File: config.mk
export PLATFORM = sky130hd
export DESIGN_NAME = id_ctrl_stage
export DESIGN_NICKNAME = d
export VERILOG_FILES = /design/src/rtl/id_ctrl_pkg.sv /design/src/rtl/id_ctrl_stage_decode.sv /design/src/rtl/id_ctrl_stage.sv
export SDC_FILE = /design/constraint.sdc
export NUM_CORES = 1
export LEC_CHECK = 0
export BUFFER_PORTS_ARGS = -buffer_cell sky130_fd_sc_hd__buf_4
export CAP_MARGIN = 20
export CELL_PAD_IN_SITES_DETAIL_PLACEMENT = 1
export CELL_PAD_IN_SITES_GLOBAL_PLACEMENT = 1
export CORE_MARGIN = 1
export CORE_UTILIZATION = 28
export DETAILED_ROUTE_END_ITERATION = 12
export PLACE_DENSITY_LB_ADDON = 0.1
export SLEW_MARGIN = 20
export SYNTH_ARGS = -nofsm -noshare
export SYNTH_HDL_FRONTEND = slang
export SYNTH_SLANG_ARGS = --single-unit
File: constraint.sdc
create_clock -name clk -period 3.19 [get_ports clk]
set_clock_uncertainty 0.1 [all_clocks]
set_input_delay 0.638 -clock clk [delete_from_list [all_inputs] [get_ports clk]]
set_output_delay 0.638 -clock clk [all_outputs]
set_load 0.01 [all_outputs]
File: src/rtl/id_ctrl_pkg.sv
// Shared constants for the ID control stage: bus bit positions, ALU op codes, opcodes/functs, FSM states.
// Combinational constants only; no latency or flow control.
package id_ctrl_pkg;

  localparam int EXEC_W = 7;
  localparam int MEM_W  = 3;
  localparam int WB_W   = 2;
  localparam int RA_W   = 5;

  localparam int EX_ALU_SRC  = 4;
  localparam int EX_REG_DST  = 5;
  localparam int EX_SHAMT    = 6;
  localparam int MEM_WRITE   = 0;
  localparam int MEM_READ    = 1;
  localparam int MEM_BRANCH  = 2;
  localparam int WB_MEM2REG  = 0;
  localparam int WB_REGWRITE = 1;

  typedef enum logic [3:0] {
    ALU_SLL     = 4'd0,
    ALU_SRL     = 4'd1,
    ALU_SRA     = 4'd2,
    ALU_ADD     = 4'd3,
    ALU_AND     = 4'd4,
    ALU_OR      = 4'd5,
    ALU_XOR     = 4'd6,
    ALU_NOR     = 4'd7,
    ALU_SUB     = 4'd8,
    ALU_SLT     = 4'd9,
    ALU_INVALID = 4'd15
  } alu_op_e;

  localparam logic [5:0] OP_RTYPE = 6'h00;
  localparam logic [5:0] OP_J     = 6'h02;
  localparam logic [5:0] OP_JAL   = 6'h03;
  localparam logic [5:0] OP_BEQ   = 6'h04;
  localparam logic [5:0] OP_BNE   = 6'h05;
  localparam logic [5:0] OP_ADDI  = 6'h08;
  localparam logic [5:0] OP_SLTI  = 6'h0A;
  localparam logic [5:0] OP_ANDI  = 6'h0C;
  localparam logic [5:0] OP_ORI   = 6'h0D;
  localparam logic [5:0] OP_XORI  = 6'h0E;
  localparam logic [5:0] OP_LUI   = 6'h0F;
  localparam logic [5:0] OP_HALT  = 6'h3F;

  localparam logic [5:0] FN_SLL  = 6'h00;
  localparam logic [5:0] FN_SRL  = 6'h02;
  localparam logic [5:0] FN_SRA  = 6'h03;
  localparam logic [5:0] FN_SLLV = 6'h04;
  localparam logic [5:0] FN_SRLV = 6'h06;
  localparam logic [5:0] FN_SRAV = 6'h07;
  localparam logic [5:0] FN_JR   = 6'h08;
  localparam logic [5:0] FN_JALR = 6'h09;
  localparam logic [5:0] FN_ADD  = 6'h20;
  localparam logic [5:0] FN_ADDU = 6'h21;
  localparam logic [5:0] FN_SUBU = 6'h23;
  localparam logic [5:0] FN_AND  = 6'h24;
  localparam logic [5:0] FN_OR   = 6'h25;
  localparam logic [5:0] FN_XOR  = 6'h26;
  localparam logic [5:0] FN_NOR  = 6'h27;
  localparam logic [5:0] FN_SLT  = 6'h2A;

  typedef enum logic [1:0] {
    ST_RUN    = 2'd0,
    ST_DRAIN  = 2'd1,
    ST_HALTED = 2'd2
  } state_e;

endpackage

File: src/rtl/id_ctrl_stage_decode.sv
// Pure opcode/funct decode into EX/MEM/WB control buses plus operand-use and HALT flags.
// Zero latency; no flow control of its own.
module ctrl_decode
  import id_ctrl_pkg::*;
#(
  parameter int EXEC_BUS_WIDTH = EXEC_W,
  parameter int MEM_BUS_WIDTH  = MEM_W,
  parameter int WB_BUS_WIDTH   = WB_W
) (
  input  logic [31:0]               instr,
  output logic [EXEC_BUS_WIDTH-1:0] exec_bus,
  output logic [MEM_BUS_WIDTH-1:0]  mem_bus,
  output logic [WB_BUS_WIDTH-1:0]   wb_bus,
  output logic                      reads_rs,
  output logic                      reads_rt,
  output logic                      is_halt
);

  logic [5:0] opcode;
  logic [5:0] funct;
  logic [3:0] alu_op;

  assign opcode = instr[31:26];
  assign funct  = instr[5:0];

  always_comb begin
    exec_bus = '0;
    mem_bus  = '0;
    wb_bus   = '0;
    alu_op   = 4'd0;
    reads_rs = 1'b1;
    reads_rt = 1'b0;
    is_halt  = 1'b0;

    if (opcode == OP_RTYPE) begin
      reads_rt             = 1'b1;
      exec_bus[EX_REG_DST] = 1'b1;
      wb_bus[WB_REGWRITE]  = 1'b1;
      case (funct)
        FN_SLL:          begin alu_op = ALU_SLL; exec_bus[EX_SHAMT] = 1'b1; end
        FN_SRL:          begin alu_op = ALU_SRL; exec_bus[EX_SHAMT] = 1'b1; end
        FN_SRA:          begin alu_op = ALU_SRA; exec_bus[EX_SHAMT] = 1'b1; end
        FN_SLLV:         alu_op = ALU_SLL;
        FN_SRLV:         alu_op = ALU_SRL;
        FN_SRAV:         alu_op = ALU_SRA;
        FN_ADD, FN_ADDU: alu_op = ALU_ADD;
        FN_SUBU:         alu_op = ALU_SUB;
        FN_AND:          alu_op = ALU_AND;
        FN_OR:           alu_op = ALU_OR;
        FN_XOR:          alu_op = ALU_XOR;
        FN_NOR:          alu_op = ALU_NOR;
        FN_SLT:          alu_op = ALU_SLT;
        default:         alu_op = ALU_INVALID;
      endcase
      // jr/jalr and the all-zero NOP must not write the register file
      if (funct == FN_JR || funct == FN_JALR || instr == 32'h0)
        wb_bus[WB_REGWRITE] = 1'b0;
    end else if (opcode == OP_BEQ || opcode == OP_BNE) begin
      reads_rt            = 1'b1;
      alu_op              = ALU_SUB;
      mem_bus[MEM_BRANCH] = 1'b1;
    end else if (opcode == OP_J || opcode == OP_JAL) begin
      reads_rs            = 1'b0;
      alu_op              = ALU_INVALID;
      mem_bus[MEM_BRANCH] = 1'b1;
    end else if (opcode[5:4] == 2'b10) begin
      alu_op               = ALU_ADD;
      exec_bus[EX_ALU_SRC] = 1'b1;
      if (opcode[3]) begin
        reads_rt           = 1'b1;
        mem_bus[MEM_WRITE] = 1'b1;
      end else begin
        mem_bus[MEM_READ]   = 1'b1;
        wb_bus[WB_MEM2REG]  = 1'b1;
        wb_bus[WB_REGWRITE] = 1'b1;
      end
    end else if (opcode[5:3] == 3'b001) begin
      exec_bus[EX_ALU_SRC] = 1'b1;
      wb_bus[WB_REGWRITE]  = 1'b1;
      case (opcode)
        OP_ADDI: alu_op = ALU_ADD;
        OP_ANDI: alu_op = ALU_AND;
        OP_ORI:  alu_op = ALU_OR;
        OP_XORI: alu_op = ALU_XOR;
        OP_LUI:  alu_op = ALU_SLL;
        OP_SLTI: alu_op = ALU_SLT;
        default: alu_op = ALU_INVALID;
      endcase
    end else if (opcode == OP_HALT) begin
      reads_rs = 1'b0;
      is_halt  = 1'b1;
    end

    exec_bus[3:0] = alu_op;
  end

endmodule

File: src/rtl/id_ctrl_stage.sv
// ID/EX control slice: decode, load-use stall, flush bubbles, HALT drain FSM; 1-cycle latency.
// Backpressure: o_stall (combinational) holds PC and IF/ID on load-use and after HALT.
module id_ctrl_stage
  import id_ctrl_pkg::*;
#(
  parameter int EXEC_BUS_WIDTH = 7,
  parameter int MEM_BUS_WIDTH  = 3,
  parameter int WB_BUS_WIDTH   = 2,
  parameter int REG_ADDR_WIDTH = 5,
  parameter int DRAIN_CYCLES   = 3,
  parameter int CNT_WIDTH      = 16
) (
  input  logic                      clk,
  input  logic                      reset,
  input  logic [31:0]               i_instr,
  input  logic                      i_valid,
  input  logic                      i_flush,
  input  logic                      i_ex_mem_read,
  input  logic [REG_ADDR_WIDTH-1:0] i_ex_rt,
  output logic [EXEC_BUS_WIDTH-1:0] o_exec_bus,
  output logic [MEM_BUS_WIDTH-1:0]  o_mem_bus,
  output logic [WB_BUS_WIDTH-1:0]   o_wb_bus,
  output logic [REG_ADDR_WIDTH-1:0] o_rs,
  output logic [REG_ADDR_WIDTH-1:0] o_rt,
  output logic [REG_ADDR_WIDTH-1:0] o_rd,
  output logic                      o_valid,
  output logic                      o_stall,
  output logic                      o_halted,
  output logic [CNT_WIDTH-1:0]      o_stall_count
);

  localparam logic [3:0] DRAIN_INIT = 4'(DRAIN_CYCLES - 1);

  logic [EXEC_BUS_WIDTH-1:0] dec_exec;
  logic [MEM_BUS_WIDTH-1:0]  dec_mem;
  logic [WB_BUS_WIDTH-1:0]   dec_wb;
  logic                      dec_reads_rs;
  logic                      dec_reads_rt;
  logic                      dec_is_halt;
  logic [REG_ADDR_WIDTH-1:0] rs;
  logic [REG_ADDR_WIDTH-1:0] rt;
  logic [REG_ADDR_WIDTH-1:0] rd;
  logic                      hazard;

  state_e                    state_q, state_d;
  logic [3:0]                drain_cnt_q, drain_cnt_d;
  logic [CNT_WIDTH-1:0]      stall_cnt_q, stall_cnt_d;
  logic [EXEC_BUS_WIDTH-1:0] exec_q, exec_d;
  logic [MEM_BUS_WIDTH-1:0]  mem_q, mem_d;
  logic [WB_BUS_WIDTH-1:0]   wb_q, wb_d;
  logic [REG_ADDR_WIDTH-1:0] rs_q, rs_d;
  logic [REG_ADDR_WIDTH-1:0] rt_q, rt_d;
  logic [REG_ADDR_WIDTH-1:0] rd_q, rd_d;
  logic                      valid_q, valid_d;

  ctrl_decode #(
    .EXEC_BUS_WIDTH(EXEC_BUS_WIDTH),
    .MEM_BUS_WIDTH (MEM_BUS_WIDTH),
    .WB_BUS_WIDTH  (WB_BUS_WIDTH)
  ) u_decode (
    .instr   (i_instr),
    .exec_bus(dec_exec),
    .mem_bus (dec_mem),
    .wb_bus  (dec_wb),
    .reads_rs(dec_reads_rs),
    .reads_rt(dec_reads_rt),
    .is_halt (dec_is_halt)
  );

  assign rs = i_instr[25:21];
  assign rt = i_instr[20:16];
  assign rd = i_instr[15:11];

  assign hazard = i_valid && i_ex_mem_read && (i_ex_rt != '0) &&
                  ((dec_reads_rs && (i_ex_rt == rs)) || (dec_reads_rt && (i_ex_rt == rt)));

  always_comb begin
    state_d     = state_q;
    drain_cnt_d = drain_cnt_q;
    stall_cnt_d = stall_cnt_q;
    exec_d      = '0;
    mem_d       = '0;
    wb_d        = '0;
    rs_d        = '0;
    rt_d        = '0;
    rd_d        = '0;
    valid_d     = 1'b0;
    o_stall     = 1'b0;

    // The drain countdown runs regardless of what sits in ID
    if (state_q == ST_DRAIN) begin
      if (drain_cnt_q == 4'd0) state_d = ST_HALTED;
      else                     drain_cnt_d = drain_cnt_q - 4'd1;
    end

    if (reset || i_flush) begin
      o_stall = 1'b0;
    end else if (state_q != ST_RUN) begin
      o_stall = 1'b1;
    end else if (hazard) begin
      o_stall = 1'b1;
      if (stall_cnt_q != '1) stall_cnt_d = stall_cnt_q + 1'b1;
    end else if (i_valid && dec_is_halt) begin
      state_d     = ST_DRAIN;
      drain_cnt_d = DRAIN_INIT;
    end else if (i_valid) begin
      exec_d  = dec_exec;
      mem_d   = dec_mem;
      wb_d    = dec_wb;
      rs_d    = rs;
      rt_d    = rt;
      rd_d    = rd;
      valid_d = 1'b1;
    end
  end

  always_ff @(posedge clk) begin
    if (reset) begin
      state_q     <= ST_RUN;
      drain_cnt_q <= '0;
      stall_cnt_q <= '0;
      exec_q      <= '0;
      mem_q       <= '0;
      wb_q        <= '0;
      rs_q        <= '0;
      rt_q        <= '0;
      rd_q        <= '0;
      valid_q     <= 1'b0;
    end else begin
      state_q     <= state_d;
      drain_cnt_q <= drain_cnt_d;
      stall_cnt_q <= stall_cnt_d;
      exec_q      <= exec_d;
      mem_q       <= mem_d;
      wb_q        <= wb_d;
      rs_q        <= rs_d;
      rt_q        <= rt_d;
      rd_q        <= rd_d;
      valid_q     <= valid_d;
    end
  end

  assign o_exec_bus    = exec_q;
  assign o_mem_bus     = mem_q;
  assign o_wb_bus      = wb_q;
  assign o_rs          = rs_q;
  assign o_rt          = rt_q;
  assign o_rd          = rd_q;
  assign o_valid       = valid_q;
  assign o_halted      = (state_q == ST_HALTED);
  assign o_stall_count = stall_cnt_q;

endmodule

After elaboration in Yosys (flattened, before gate mapping)
Cells that the tools add are included.

Word-level logic and storage cells: 138. Output and inout port bits: 46. Input bits: 42. Register bits: 50.

Mux-type cells: 54. Reductions and logical operators: 30. Add/sub/neg operators: 2. Bitwise gates (word level): 5. Equal/unequal tests: 33.

Operators by type and width (number): $eq 6x6->1 const B (9); $eq 6x4->1 const B (8); $mux 4 (11); $pmux 4 s10 (1); $logic_not 32->1 (1); $mux 1 (32); $eq 6x3->1 const B (5); $eq 6x2->1 const B (4); $pmux 4 s6 (1); $mux 2 (9); $add 16x1->16 const B (1); $ne 16x16->1 const B (1); $reduce_or 7->1 (2); $logic_not 6->1 (2); $eq 5x5->1 (2); $reduce_or 10->1 (1); $reduce_or 9->1 (1); $reduce_or 2->1 (4); $logic_and 1x1->1 (6); $logic_or 1x1->1 (6); $reduce_or 6->1 (1); $not 1->1 (5); $reduce_bool 5->1 (1); $reduce_or 5->1 (1); 8 further kinds (9).

Longest topological paths before layout
Word-level depth: 13. Gate-level depth with buffers: 10. Gate-level depth less buffers: 7.

Modules after synthesis
Synthesis repeated with hierarchy kept, for this count alone.

Cells, all modules: 316. Area total of the unflattened synthesis: 2622.5 um^2.

By module, submodules not included: id_ctrl_stage (sequential area each 1001.0 um^2, area each 2125.8 um^2, times used 1, cells each 232); ctrl_decode (sequential area each 0.0 um^2, area each 496.7 um^2, times used 1, cells each 84).

Least setup slack after synthesis
OpenSTA, ideal clock, no wires.

Path kind: input -> output. Start: input i_instr[27]. End: output o_stall. Arrival: 1881 ps. Buffers on the path: 0. Stages: 6. Slack: 571 ps. Required time: 2452 ps. Path through: or2_2 > o31ai_1 > nand4_2 > nand2_4 > nor3_1 > nor3_1.

Longest elaborated chain between the ends: 13. Elaborated cells on any way between the ends: 24. Classes of those cells: eq/ne (5); mux (12); reduce/logical (7).

Ends and longest elaborated chain: start, declared (line id_ctrl_stage.sv:15) `input logic [31:0] i_instr,`; $eq 6x6->1 (line id_ctrl_stage_decode.sv:89) `end else if (opcode == OP_HALT) begin`; $mux 1 (line id_ctrl_stage_decode.sv:89); $mux 1 (line id_ctrl_stage_decode.sv:77) `end else if (opcode[5:3] == 3'b001) begin`; $mux 1 (line id_ctrl_stage_decode.sv:66) `end else if (opcode[5:4] == 2'b10) begin`; $mux 1 (line id_ctrl_stage_decode.sv:62) `end else if (opcode == OP_J || opcode == OP_JAL) begin`; $mux 1 (line id_ctrl_stage_decode.sv:58) `end else if (opcode == OP_BEQ || opcode == OP_BNE) begin`; $mux 1 (line id_ctrl_stage_decode.sv:35) `if (opcode == OP_RTYPE) begin`; $logic_and 1x1->1 (line id_ctrl_stage.sv:75) `((dec_reads_rs && (i_ex_rt == rs)) || (dec_reads_rt && (i_ex_rt == rt)));`; $logic_or 1x1->1 (*) (line id_ctrl_stage.sv:75); $logic_and 1x1->1 (*) (line id_ctrl_stage.sv:74) `assign hazard = i_valid && i_ex_mem_read && (i_ex_rt != '0) &&`; $mux 1 (*) (line id_ctrl_stage.sv:100) `end else if (hazard) begin`; $mux 1 (*) (line id_ctrl_stage.sv:98) `end else if (state_q != ST_RUN) begin`; $mux 1 (*) (line id_ctrl_stage.sv:96) `if (reset || i_flush) begin`; end, declared (line id_ctrl_stage.sv:27) `output logic o_stall,`.

Every way passes the cells marked *; elsewhere a longest branch is shown, timed or not.

Worst setup path after layout
Same ends and word-level chain as after synthesis.

==> flow_metrics.env <==
export IMPL_portBuffers=87
export IMPL_sequential_cell_fraction_of_total_power_pct=49.8
export IMPL_multi_input_comb_area_sq_mm=0.00144
export IMPL_routed_via_count=2345
export IMPL_fraction_of_the_cycle_the_final_worst_path_needs_pct=90.8
export IMPL_pwr_density_mw_per_mm2=369
export IMPL_synth_area_leader_cell="sky130_fd_sc_hd__dfxtp_1"
export IMPL_synthDominantCellAreaShare_pct=38.8
export IMPL_cp_start_kind="input port"
export IMPL_fmax_mhz=345
export IMPL_finish_instance_area_sq_mm=0.00338
export IMPL_drive_gt1_share_pct=30.8
export IMPL_path_clk_slew_ns=0.09
export IMPL_postSynth_asyncResetShare_pct=0
export IMPL_cts_root_buffer_cell="sky130_fd_sc_hd__clkbuf_8"
export IMPL_p_int_uw=952
export IMPL_cts_hold_buf=0
export IMPL_numClockSinks=49
export IMPL_synthToLayoutAreaGrowth_pct=33.7
export IMPL_sort_of_element_at_the_end_of_the_critical_path="primary output"
export IMPL_slowest_stage="sky130_fd_sc_hd__o31ai_1"
export IMPL_routability_congestion_estimate=0.799
export IMPL_path_delay_family="simple AND/OR/NAND/NOR gates"
export IMPL_rsz0062_at_grt="false"
export IMPL_ranking_of_synthesized_cells_by_area="sky130_fd_sc_hd__dfxtp_1 39%, sky130_fd_sc_hd__and2_1 5.2%, sky130_fd_sc_hd__nor2_1 4.8%, sky130_fd_sc_hd__mux2_2 4.5%, sky130_fd_sc_hd__and3_1 3.7%"
export IMPL_boundaryPins=88
export IMPL_cts_buffers_inserted=5
export IMPL_yosysSeqAreaShare_pct=38.8
export IMPL_run_status="finished clean"
export IMPL_slew_at_the_pin_closest_to_its_max_slew_limit_ns=0.466
export IMPL_via_per_inst=4.84
export IMPL_post_dp_cell_area_sq_mm=0.00326
export IMPL_edff_count_synth=0
export IMPL_yosys_cell_types_count=47
export IMPL_power_leakage_uw=0.00148
export IMPL_design_die_area_sq_mm=0.00941
export IMPL_worst_ir_drop_on_vdd_uv=165
export IMPL_mean_instance_size_in_the_synthesized_netlist_sq_um=8.59
export IMPL_worstSkewPairLatency_ns=0.30
export IMPL_setup_viol=0
export IMPL_synth_seq_cells=49
export IMPL_hp_class="in -> reg"
export IMPL_p_sw_uw=295
export IMPL_fp_dieW_microns=97.0
export IMPL_cap_violations=0
export IMPL_worst_endpoint_required_ns=2.45
export IMPL_net_count_synth=338
export IMPL_final_antenna_net_count=0
export IMPL_global_route_overflow_total=0
export IMPL_mappedNetlistArea_sq_mm=0.00253
export IMPL_report_final_slew_viol_count=0
export IMPL_chipHeight_microns=97.0
export IMPL_p_sw_share_pct=23.6
export IMPL_finalNetCount=420
export IMPL_power_frac_clock_pct=37.3
export IMPL_initial_core_util_pct=29.0
export IMPL_slack_of_the_critical_path_ns=0.294
export IMPL_antenna_diode_count=0
export IMPL_worstPathMaxFanout=11
export IMPL_grt_pass1_wl_microns=11600
export IMPL_cp_cell_sequence="buf_4 -> or2_2 -> o31ai_1 -> nand4_2 -> nand2_4 -> nor3_1 -> nor3_1 -> buf_4"
export IMPL_drt_pass1_iterations=4
export IMPL_coreArea_sq_mm=0.00872
export IMPL_highest_cell_delay_on_the_worst_timing_path_ns=0.35
export IMPL_drc_errors=0
export IMPL_synth_main_ff_cell="sky130_fd_sc_hd__dfxtp_1"
export IMPL_fillCellCount=1074
export IMPL_comb_power_share_pct=12.9
export IMPL_number_of_global_route_vias_before_repair=2239
export IMPL_largest_net_degree_at_the_start_of_global_routing=35
export IMPL_fin_crit_ns=2.90
export IMPL_cts_tree="built"
export IMPL_dp_slack_ns=0.189
export IMPL_ctsLongestPathBuffers=2
export IMPL_gr_usage_all_layers_pct=15.1
export IMPL_crit_type="in -> out"
export IMPL_gate_count_of_the_mapped_netlist=294
export IMPL_final_seq_area_sq_um=981
export IMPL_critical_path_arrival_ns=2.16
export IMPL_first_iter_violations=46
export IMPL_postCtsResizedCells=0
export IMPL_relSlewSlack_pct=68.7
export IMPL_post_cts_setup_buffers=0
export IMPL_place_hpwl_microns=5400
export IMPL_clock_tree_htree_level_count=2
export IMPL_num_rows=34
export IMPL_synth_warnings=0
export IMPL_antenna_found_initial=0
export IMPL_report_final_hold_viol_count=0
export IMPL_final_wirelength_microns=7080
export IMPL_path_buf_inv=2
export IMPL_routedWlPerCell_microns=14.6
export IMPL_tns_ns=0
==> layout by cell type (no fill, tap or decap), types with 2 or more instances in the layout <==
cell type	n
sky130_fd_sc_hd__a211oi_1	5
sky130_fd_sc_hd__a21o_1	2
sky130_fd_sc_hd__a21oi_1	14
sky130_fd_sc_hd__and2_1	21
sky130_fd_sc_hd__and3_1	15
sky130_fd_sc_hd__buf_4	91
sky130_fd_sc_hd__clkbuf_8	6
sky130_fd_sc_hd__dfxtp_1	49
sky130_fd_sc_hd__ha_1	2
sky130_fd_sc_hd__inv_1	6
sky130_fd_sc_hd__mux2_2	10
sky130_fd_sc_hd__nand2_1	9
sky130_fd_sc_hd__nand2b_1	4
sky130_fd_sc_hd__nand3_1	5
sky130_fd_sc_hd__nand4_1	10
sky130_fd_sc_hd__nor2_1	32
sky130_fd_sc_hd__nor2b_1	14
sky130_fd_sc_hd__nor3_1	15
sky130_fd_sc_hd__nor4_1	8
sky130_fd_sc_hd__o21ai_0	10
sky130_fd_sc_hd__or2_2	2
sky130_fd_sc_hd__or3_1	3
sky130_fd_sc_hd__or4_1	2
sky130_fd_sc_hd__xnor2_1	10
sky130_fd_sc_hd__xor2_1	9
==> metrics by stage <==
stage	utilization [%]	hold WS (ns)	power (uW)	instances
floorplan	-	0.412	716	294
global placement	37.4	0.441	795	477
detailed placement	37.4	0.436	798	477
CTS	38.7	0.440	1260	485
global route	38.7	0.423	1320	485
finish	38.7	0.450	1250	485
==> power by group through the flow <==
| stage | clock network [uW] | registers [uW] | logic (uW) |
|---|---|---|---|
| floorplan | 0 | 639 | 76.6 |
| global placement | 0 | 635 | 160 |
| detailed placement | 0 | 635 | 162 |
| CTS | 480 | 621 | 163 |
| global route | 517 | 622 | 177 |
| finish | 465 | 621 | 161 |
==> cells in the mapped netlist (2+ instances only) <==
master	number
sky130_fd_sc_hd__xnor2_1	10
sky130_fd_sc_hd__nor2b_1	14
sky130_fd_sc_hd__a21o_1	2
sky130_fd_sc_hd__nand2b_1	4
sky130_fd_sc_hd__a211oi_1	5
sky130_fd_sc_hd__and3_1	15
sky130_fd_sc_hd__a21oi_1	14
sky130_fd_sc_hd__or4_1	2
sky130_fd_sc_hd__nor2_1	32
sky130_fd_sc_hd__clkbuf_1	12
sky130_fd_sc_hd__dfxtp_1	49
sky130_fd_sc_hd__nand3_1	5
sky130_fd_sc_hd__or2_2	2
sky130_fd_sc_hd__nand4_1	10
sky130_fd_sc_hd__nor3_1	15
sky130_fd_sc_hd__inv_1	6
sky130_fd_sc_hd__nor4_1	8
sky130_fd_sc_hd__nand2_1	9
sky130_fd_sc_hd__and2_1	21
sky130_fd_sc_hd__buf_6	2
sky130_fd_sc_hd__buf_4	2
sky130_fd_sc_hd__mux2_2	10
sky130_fd_sc_hd__ha_1	2
sky130_fd_sc_hd__xor2_1	9
sky130_fd_sc_hd__o21ai_0	10
sky130_fd_sc_hd__or3_1	3
==> final cells by class <==
type	instances	share of cell area, %
clock buffers	7	2.56
clock inverters	1	0.889
inverters	7	0.815
multi-input cells	222	42.5
flip-flops and latches	49	29.0
well taps	108	4.00
repair buffers	91	20.2
==> metal layers <==
layer	up-vias	wire length (microns)	part of all wire, %	GRT usage, %
li1	1195	-	-	-
met1	1083	3690	52	22.6
met2	65	2980	42	21.9
met3	2	364	5.1	3.25
met4	0	36	0.51	3.44
met5	-	0	0	0
==> state kept, by name (all words and copies together), names as in the netlist <==
signal	count
drain_cnt_q	4
o_wb_bus	1
o_rt	5
state_q	2
o_rs	5
o_rd	5
o_mem_bus	3
o_exec_bus	7
o_valid	1
o_stall_count	16
==> final timing paths <==
path                    start          endpoint  slack (ns)  cells after the start
min reg2reg    drain_cnt_q[3]    drain_cnt_q[3]        0.46                      2
min               i_instr[13]           o_rd[2]        0.45                      2
max reg2reg  o_stall_count[0]  o_stall_count[8]        1.00                      7
max               i_instr[27]           o_stall        0.29                      8
==> logic make-up after synthesis <==
group                    share of synthesized area [%]
AND/OR/NAND/NOR                                   33.7
flip-flops                                        38.8
AO/OA/AOI/OAI                                     10.3
buffers and inverters                             4.36
XOR/XNOR                                          6.59
multiplexers                                      5.30
adder cells (fa/ha/maj)                          0.990
(Power assumes the default switching activity.)
